<file path="config.mk">
export PLATFORM = sky130hd
export DESIGN_NAME = rotary_quadrature_frontend
export DESIGN_NICKNAME = d
export VERILOG_FILES = /design/src/rtl/rotary_quadrature_frontend.sv
export SDC_FILE = /design/constraint.sdc
export NUM_CORES = 1
export LEC_CHECK = 0
export ABC_AREA = 1
export BUFFER_PORTS_ARGS = -buffer_cell sky130_fd_sc_hd__buf_2
export CORE_UTILIZATION = 45
export CTS_CLUSTER_SIZE = 28
export DETAILED_ROUTE_END_ITERATION = 7
export PLACE_DENSITY = 0.72
export SLEW_MARGIN = 20
export SYNTH_ARGS = -nofsm -noshare
export SYNTH_HDL_FRONTEND = slang
export SYNTH_SLANG_ARGS = --single-unit
</file>
<file path="constraint.sdc">
create_clock -name CLOCK -period 3.1 [get_ports CLOCK]
set_input_delay 0.465 -clock CLOCK [delete_from_list [all_inputs] [get_ports CLOCK]]
set_output_delay 0.465 -clock CLOCK [all_outputs]
set_load 0.005 [all_outputs]
</file>
<file path="src/rtl/rotary_quadrature_frontend.sv">
// rotary_quadrature_frontend
//
// Conditions the raw A/B pins of one rotary encoder. Each pin goes through a 2-flop synchroniser
// and a run-length glitch filter. The filtered pair is then x4-decoded into single-cycle count
// events. A windowed edge-rate estimate and an illegal-transition pulse are also produced.
//
// Parameters:
//   FILTER_LEN    consecutive identical synchronised samples needed to move a filtered level (1..15)
//   SPEED_WINDOW  speed measurement window length in CLOCK cycles (2..2^20)
//
// Ports:
//   CLOCK         system clock, rising edge
//   RESET_N       asynchronous active-low reset
//   A, B          raw encoder channels, asynchronous to CLOCK
//   COUNT_ENABLE  one-cycle pulse per valid quadrature step
//   DIRECTION     1 = forward (A leads B), 0 = reverse; updated with COUNT_ENABLE, held otherwise
//   SPEED         valid steps seen in the last completed window, saturated at 15
//   ERROR         one-cycle pulse when both filtered channels change in the same cycle
module rotary_quadrature_frontend #(
    parameter int unsigned FILTER_LEN   = 4,
    parameter int unsigned SPEED_WINDOW = 50000
) (
    input  logic       CLOCK,
    input  logic       RESET_N,
    input  logic       A,
    input  logic       B,
    output logic       COUNT_ENABLE,
    output logic       DIRECTION,
    output logic [3:0] SPEED,
    output logic       ERROR
);

    localparam int unsigned     WinW     = (SPEED_WINDOW > 1) ? $clog2(SPEED_WINDOW) : 1;
    localparam logic [3:0]      FiltLast = 4'(FILTER_LEN - 1);
    localparam logic [4:0]      InitLast = 5'(FILTER_LEN + 1);
    localparam logic [WinW-1:0] WinLast  = WinW'(SPEED_WINDOW - 1);

    localparam logic [0:0] StInit = 1'b0;
    localparam logic [0:0] StRun  = 1'b1;

    // Channel vectors: bit 1 = A, bit 0 = B.
    logic [0:0]      state_q, state_d;
    logic [4:0]      init_cnt_q, init_cnt_d;
    logic [1:0]      pin_meta_q, pin_s_q;
    logic [1:0]      filt_q, filt_d, filt_prev_q;
    logic [1:0][3:0] run_cnt_q, run_cnt_d;
    logic [WinW-1:0] win_cnt_q;
    logic [7:0]      ev_cnt_q;

    logic [1:0] step;
    logic       step_valid, step_err, step_fwd;
    logic       win_term;
    logic [8:0] ev_total;

    // INIT lets the synchronisers flush and seeds the filters with the current pin levels, so
    // whatever position the encoder rests in at reset never decodes as a step.
    always_comb begin
        state_d    = state_q;
        init_cnt_d = init_cnt_q;
        if (state_q == StInit) begin
            init_cnt_d = init_cnt_q + 5'd1;
            if (init_cnt_q == InitLast) begin
                state_d = StRun;
            end
        end
    end

    // A level moves only after FILTER_LEN consecutive samples that disagree with it.
    always_comb begin
        filt_d    = filt_q;
        run_cnt_d = '0;
        for (int i = 0; i < 2; i++) begin
            if (state_q == StInit) begin
                filt_d[i] = pin_s_q[i];
            end else if (pin_s_q[i] != filt_q[i]) begin
                if (run_cnt_q[i] >= FiltLast) begin
                    filt_d[i] = pin_s_q[i];
                end else begin
                    run_cnt_d[i] = run_cnt_q[i] + 4'd1;
                end
            end
        end
    end

    // Gray order 00 -> 10 -> 11 -> 01 is forward; for a one-bit step, forward <=> prev B != new A.
    assign step       = filt_prev_q ^ filt_q;
    assign step_valid = (state_q == StRun) && ((step == 2'b01) || (step == 2'b10));
    assign step_err   = (state_q == StRun) && (step == 2'b11);
    assign step_fwd   = filt_prev_q[0] ^ filt_q[1];

    // The closing window includes a pulse that is on the output during its terminal cycle.
    assign win_term = (win_cnt_q == WinLast);
    assign ev_total = {1'b0, ev_cnt_q} + {8'd0, COUNT_ENABLE};

    always_ff @(posedge CLOCK or negedge RESET_N) begin
        if (!RESET_N) begin
            state_q     <= StInit;
            init_cnt_q  <= '0;
            pin_meta_q  <= '0;
            pin_s_q     <= '0;
            filt_q      <= '0;
            filt_prev_q <= '0;
            run_cnt_q   <= '0;
        end else begin
            state_q     <= state_d;
            init_cnt_q  <= init_cnt_d;
            pin_meta_q  <= {A, B};
            pin_s_q     <= pin_meta_q;
            filt_q      <= filt_d;
            filt_prev_q <= filt_q;
            run_cnt_q   <= run_cnt_d;
        end
    end

    always_ff @(posedge CLOCK or negedge RESET_N) begin
        if (!RESET_N) begin
            COUNT_ENABLE <= 1'b0;
            DIRECTION    <= 1'b0;
            ERROR        <= 1'b0;
        end else begin
            COUNT_ENABLE <= step_valid;
            ERROR        <= step_err;
            if (step_valid) begin
                DIRECTION <= step_fwd;
            end
        end
    end

    always_ff @(posedge CLOCK or negedge RESET_N) begin
        if (!RESET_N) begin
            win_cnt_q <= '0;
            ev_cnt_q  <= '0;
            SPEED     <= '0;
        end else begin
            if (win_term) begin
                win_cnt_q <= '0;
                ev_cnt_q  <= '0;
                SPEED     <= (ev_total > 9'd15) ? 4'd15 : ev_total[3:0];
            end else begin
                win_cnt_q <= win_cnt_q + WinW'(1);
                if (COUNT_ENABLE && (ev_cnt_q != 8'd255)) begin
                    ev_cnt_q <= ev_cnt_q + 8'd1;
                end
            end
        end
    end

endmodule

</file>
==> results of run 1 <==
## sequential cells by signal (all words and copies together) (netlist names)
signal        count
win_cnt_q        16
SPEED             4
ERROR             1
ev_cnt_q          8
filt_q            2
pin_s_q           2
pin_meta_q        2
filt_prev_q       2
run_cnt_q         8
state_q           1
COUNT_ENABLE      1
DIRECTION         1
init_cnt_q        5
## layer usage
layer,global-route usage,up-vias
met5,0,-
met4,0.0481,0
met3,0.0314,6
met2,0.275,22
met1,0.207,914
li1,-,971
## synth_stat cells, drive strengths merged
cell | count | share of area
nand2 | 67 | 0.10
dfrtp | 53 | 0.51
nor2 | 49 | 0.078
inv | 37 | 0.053
nand3 | 26 | 0.050
xor2 | 16 | 0.054
o21ai | 10 | 0.019
ha | 9 | 0.043
nand4 | 7 | 0.017
nor3 | 5 | 0.0096
xnor2 | 5 | 0.017
a21oi | 4 | 0.0077
or2 | 4 | 0.0096
buf | 3 | 0.010
mux2 | 2 | 0.0087
nor3b | 2 | 0.0058
clkbuf | 1 | 0.0014
conb | 1 | 0.0014
o21bai | 1 | 0.0029
## through the flow
step / instance area [um2] / worst slack, ns / util
6_report: 2850 / 1.34 / 0.514
5_1_grt: 2850 / 1.19 / 0.514
4_1_cts: 2850 / 1.34 / 0.514
3_5_place_dp: 2730 / 1.36 / 0.493
3_3_place_gp: 2730 / 1.42 / 0.493
2_1_floorplan: 2610 / 1.63 / -
## where the power goes
group          switching (uW)  internal (uW)
Clock                     233            247
Sequential               72.4            750
Combinational             173            108
Total                     479           1100
## final cells by class
cell class	instances	share of cell area
clock buffers	5	0.0242
repair buffers	11	0.0202
well taps	72	0.0316
clock inverters	3	0.0167
inverters	37	0.0488
flip-flops and latches	53	0.466
multi-input cells	211	0.393
## worst paths after layout
check | end | startpoint | cells after the start
max | SPEED[2]$_DFFE_PN0N_ | win_cnt_q[0]$_DFF_PN0_ | 10
min | init_cnt_q[3]$_DFFE_PN0N_ | RESET_N | 1
max reg2reg | SPEED[2]$_DFFE_PN0N_ | win_cnt_q[0]$_DFF_PN0_ | 10
min reg2reg | pin_s_q[0]$_DFF_PN0_ | pin_meta_q[0]$_DFF_PN0_ | 0
max in group asynchronous | run_cnt_q[1]$_DFF_PN0_ | RESET_N | 2
min in group CLOCK | pin_meta_q[1]$_DFF_PN0_ | A | 1
## cells by family after synthesis
group | count (synthesis) | share of synthesized area
other cells | 1 | 0.00144
buf+inv | 41 | 0.0649
simple gates | 160 | 0.272
compound gates | 15 | 0.0298
xor+xnor | 21 | 0.0707
flops | 53 | 0.510
mux | 2 | 0.00865
fa+ha+maj | 9 | 0.0433
## worst max-delay path, cell delays in order, from the launching register on
cell	delay (ns)
dfrtp_1	0.42
ha_1	0.25
nand2_2	0.08
inv_2	0.04
nand2_2	0.08
nor2_2	0.05
nand2_2	0.19
inv_1	0.15
or2_2	0.29
nand2_1	0.07
inv_1	0.04
==> impl_metrics.json, run 1 <==
{
  "outcome": "finished, final reports clean",
  "tritoncts": "done",
  "die_w_um": 78.1,
  "holdWs_ns": 0.206,
  "grt_max_degree": 34,
  "regArea_um2": 1330,
  "tightest_slew_ns": 0.723,
  "crit_path_end_kind": "flip-flop",
  "hold_path_class": "input port to async pin",
  "reg2reg_slack_ns": 1.34,
  "slew_headroom": 0.518,
  "root_buffer": "clkbuf_8",
  "cts.sinks": 53,
  "final_net_count": 332,
  "hpwl_um": 3210,
  "critPathLaunchType": "flip-flop",
  "fillers": 505,
  "dp_cells": 384,
  "clock_skew_ns": 0.00469,
  "cts_buffers": 5,
  "p_leak_uw": 0.00145,
  "cts_setup_buffers": 0,
  "finalSetupTns_ns": 0,
  "power_uw": 1580,
  "synthCells": 302,
  "synth.yosys.seq_area_share": 0.510,
  "core_um2": 5540,
  "io_pins": 11,
  "insertion_delay_ns": 0.30,
  "drive_above_1_share": 0.128,
  "hold_violations": 0,
  "postRouteAntennaNets": 0,
  "yosys_warnings": 0,
  "io_buffers": 10,
  "grt_pass1_wl_um": 7830,
  "synth-seq-cells": 53,
  "grt_pass1_vias": 1842,
  "grtUsageTotal": 0.161,
  "cp.arrival_ns": 1.97,
  "highest_layer": "met4",
  "drt_iter0_markers": 109,
  "num_vias": 1913,
  "n_antenna_cell": 0,
  "clockBufferDepth": 2,
  "crit_type": "flip-flop to flip-flop",
  "period_minus_slack_ns": 1.76,
  "layout_common_cells": "nand2_1 (62), dfrtp_1 (53), nor2_1 (41)",
  "route.met3.wl_um": 110,
  "rsz0062_at_grt": "false",
  "wl_per_cell_um": 10.9,
  "setup_viol": 0,
  "via_per_inst": 4.88,
  "cap_violations": 0,
  "power.density_nw_per_um2": 556,
  "std_cell_rows": 27,
  "htree_num_levels": 2,
  "ir_drop_mv": 0.435,
  "critPathMaxFanout": 13,
  "gr-total-overflow": 0,
  "cts_resized": 0,
  "wl_met2_um": 2060,
  "cts.clk_slew.worst_paths_ns": 0.10,
  "dr.pass1.iters": 4,
  "slew_violations": 0,
  "drc": 0,
  "wirelength_met1_um": 2070,
  "instances_no_fill": 392,
  "ys_types": 23,
  "start_util": 0.470,
  "synth.avg_cell_area_um2": 8.62,
  "routabilityCongestion": 0.861,
  "die_y_um": 78.1,
  "die-area_um2": 6090,
  "final_common_cell": "nand2_1",
  "antenna_found_initial": 0,
  "area_growth_pct": 9.42,
  "wirelength_um": 4280,
  "multi_input_area_um2": 1120,
  "syn-cell-area_um2": 2600,
  "post-route-period-util": 0.569,
  "clock.fmax_ghz": 0.567,
  "cp.required_ns": 3.31,
  "cts_hold_buf": 0
}
Note: power is estimated with default switching activity, not from simulation.
==> run 2, diff against run 1 <==
--- a/config.mk
+++ b/config.mk
@@ -5,7 +5,7 @@
 export SDC_FILE = /design/constraint.sdc
 export NUM_CORES = 1
 export LEC_CHECK = 0
-export ABC_AREA = 1
+export ABC_AREA = 0
 export BUFFER_PORTS_ARGS = -buffer_cell sky130_fd_sc_hd__buf_2
 export CORE_UTILIZATION = 45
 export CTS_CLUSTER_SIZE = 28
==> constraint.sdc (replaced) <==
create_clock -name CLOCK -period 1.7 [get_ports CLOCK]
set_input_delay 0.255 -clock CLOCK [delete_from_list [all_inputs] [get_ports CLOCK]]
set_output_delay 0.255 -clock CLOCK [all_outputs]
set_load 0.005 [all_outputs]
==> impl_metrics.json, run 2 <==
{
  "largest_register_ff_count": 16,
  "tightest_slew_ns": 0.516,
  "setup_viol": 2,
  "crit_path_end_kind": "flip-flop",
  "n_antenna_cell": 0,
  "synth-seq-cells": 53,
  "synth.area.top_cells": "dfrtp_1 (58%), xnor2_1 (6.9%), ha_1 (4.9%)",
  "grt_max_degree": 54,
  "async_reset_ff_frac": 1.00,
  "synth.avg_cell_area_um2": 11.9,
  "dr.pass1.iters": 4,
  "final_common_cell": "dfrtp_1",
  "drc": 0,
  "yosys_warnings": 0,
  "cts_buffers": 5,
  "drive_above_1_share": 0.193,
  "hold_path_class": "input port to flip-flop",
  "dp_cells": 284,
  "violations": "negative setup slack",
  "ys_types": 38,
  "routabilityCongestion": 0.777,
  "instances_no_fill": 295,
  "insertion_delay_ns": 0.31,
  "reg_top3": "win_cnt_q (16), ev_cnt_q (8), run_cnt_q (8)",
  "tritoncts": "done",
  "wirelength_um": 3530,
  "crit_family": "simple AND/OR/NAND/NOR gates",
  "layout_common_cells": "dfrtp_1 (53), nor2_1 (20), xnor2_1 (18)",
  "holdWs_ns": 0.0452,
  "hpwl_um": 2460,
  "clock.fmax_ghz": 0.582,
  "dp_slack_ns": -0.0139,
  "clockBufferDepth": 2,
  "reg2reg_slack_ns": -0.02,
  "setup_slack_ns": -0.0182,
  "synthCells": 194,
  "fillers": 437,
  "outcome": "complete, but fails checks",
  "p_leak_uw": 0.00126,
  "std_cell_rows": 25,
  "post-route-period-util": 1.01,
  "synth_edf_count": 0,
  "postRouteAntennaNets": 0,
  "synth-main-ff-cell": "dfrtp_1",
  "cts.sinks": 53,
  "root_buffer": "clkbuf_8",
  "finalSetupTns_ns": -0.0232,
  "crit_type": "flip-flop to flip-flop",
  "synth_top_cell_by_area": "dfrtp_1",
  "cap_violations": 0,
  "critPathBufInv": 0,
  "critPathLaunchType": "flip-flop",
  "crit_chain": "or4b_4 > nor4_4 > nand3_2 > o22a_1",
  "wl_per_cell_um": 12.0,
  "synth_top_area_frac": 0.577,
  "period_minus_slack_ns": 1.72,
  "cp_slowest_cell": "or4b_4",
  "synth.yosys.seq_area_share": 0.577,
  "gr-total-overflow": 0,
  "hold_violations": 0,
  "via_per_inst": 5.01,
  "cts.clk_slew.worst_paths_ns": 0.10,
  "antenna_found_initial": 0,
  "grtUsageTotal": 0.145,
  "clock_skew_ns": 0.00769,
  "io_pins": 11,
  "yosys-top-cells-count": "dfrtp_1 (53), nor2_1 (20), xnor2_1 (18)",
  "power.density_nw_per_um2": 1040,
  "htree_num_levels": 2,
  "top_register": "win_cnt_q",
  "num_vias": 1478,
  "die-area_um2": 5400,
  "synth_most_common_cell": "dfrtp_1",
  "cp_slowest_stage_delay_ns": 0.54,
  "io_buffers": 10,
  "dpl-instance-area_um2": 2550,
  "slew_headroom": 0.651,
  "ir_drop_mv": 0.493,
  "grt_pass1_vias": 1375,
  "area_growth_pct": 16.6,
  "cp.arrival_ns": 1.91,
  "die_w_um": 73.5,
  "final_cell_area_um2": 2680,
  "critPathMaxFanout": 4,
  "die_y_um": 73.5,
  "rsz0062_at_grt": "true",
  "start_util": 0.477,
  "cp.required_ns": 1.89,
  "slew_violations": 0,
  "grt_pass1_wl_um": 5910,
  "drt_iter0_markers": 79,
  "syn-cell-area_um2": 2300,
  "core_um2": 4820,
  "final_net_count": 240
}
==> run 2: worst paths after layout <==
kind / startpoint / endpoint / cells past startpoint
min in group asynchronous: RESET_N / SPEED[1]$_DFFE_PN0N_ / 3
max reg2reg: win_cnt_q[12]$_DFF_PN0_ / SPEED[3]$_DFFE_PN0N_ / 4
max: win_cnt_q[12]$_DFF_PN0_ / SPEED[3]$_DFFE_PN0N_ / 4
min: A / pin_meta_q[1]$_DFF_PN0_ / 1
max in group asynchronous: RESET_N / win_cnt_q[14]$_DFF_PN0_ / 3
min reg2reg: pin_meta_q[1]$_DFF_PN0_ / pin_s_q[1]$_DFF_PN0_ / 0
==> run 2: cell type report <==
cell class,instances,area [um2],area share
Sequential cell,53,1330,0.494
Multi-Input combinational cell,136,963,0.359
Timing Repair Buffer,28,200,0.0746
Tap cell,67,83.8,0.0313
Clock buffer,5,68.8,0.0257
Clock inverter,3,28.8,0.0107
Inverter,3,11.3,0.00420
==> run 2: kinds of logic after synthesis <==
group,after synthesis,synth area share
AND/OR/NAND/NOR,71,0.175
flip-flops,53,0.577
XOR/XNOR,29,0.110
AO/OA/AOI/OAI,20,0.0577
adder cells (fa/ha/maj),9,0.0490
buffers and inverters,8,0.0152
multiplexers,3,0.0141
other,1,0.00163
==> run 2: worst reg2reg max path: stages (launching register included) <==
cell	delay [ns]
dfrtp_1	0.39
or4b_4	0.54
nor4_4	0.31
nand3_2	0.16
o22a_1	0.21
==> run 2: repair_timing <==
| action | 4_1_cts | 5_1_grt |
|---|---|---|
| setup buffers | 1 | 1 |
| resized for setup | 1 | 3 |
| setup endpoints to repair | 18 | 18 |
| endpoints found under the hold margin | 53 | 0 |
| hold buffers | 1 | 0 |
| pin swaps | 5 | 5 |
==> run 2: routing by layer <==
metal,vias to the layer above,share of wire,track usage
li1,739,-,-
met1,722,0.52,0.197
met2,12,0.45,0.228
met3,5,0.022,0.0329
met4,0,0.010,0.0513
met5,-,0,0
==> run 2: power breakdown <==
| group | switching, uW | total (uW) | internal [uW] |
|---|---|---|---|
| Combinational | 260 | 513 | 253 |
| Sequential | 154 | 1540 | 1390 |
| Clock | 423 | 731 | 308 |
==> run 2: through the flow <==
step / utilization / total power, uW
5_1_grt: 0.557 / 2970
3_3_place_gp: 0.529 / 2060
2_1_floorplan: - / 1890
6_report: 0.557 / 2780
3_5_place_dp: 0.529 / 2070
4_1_cts: 0.553 / 2820
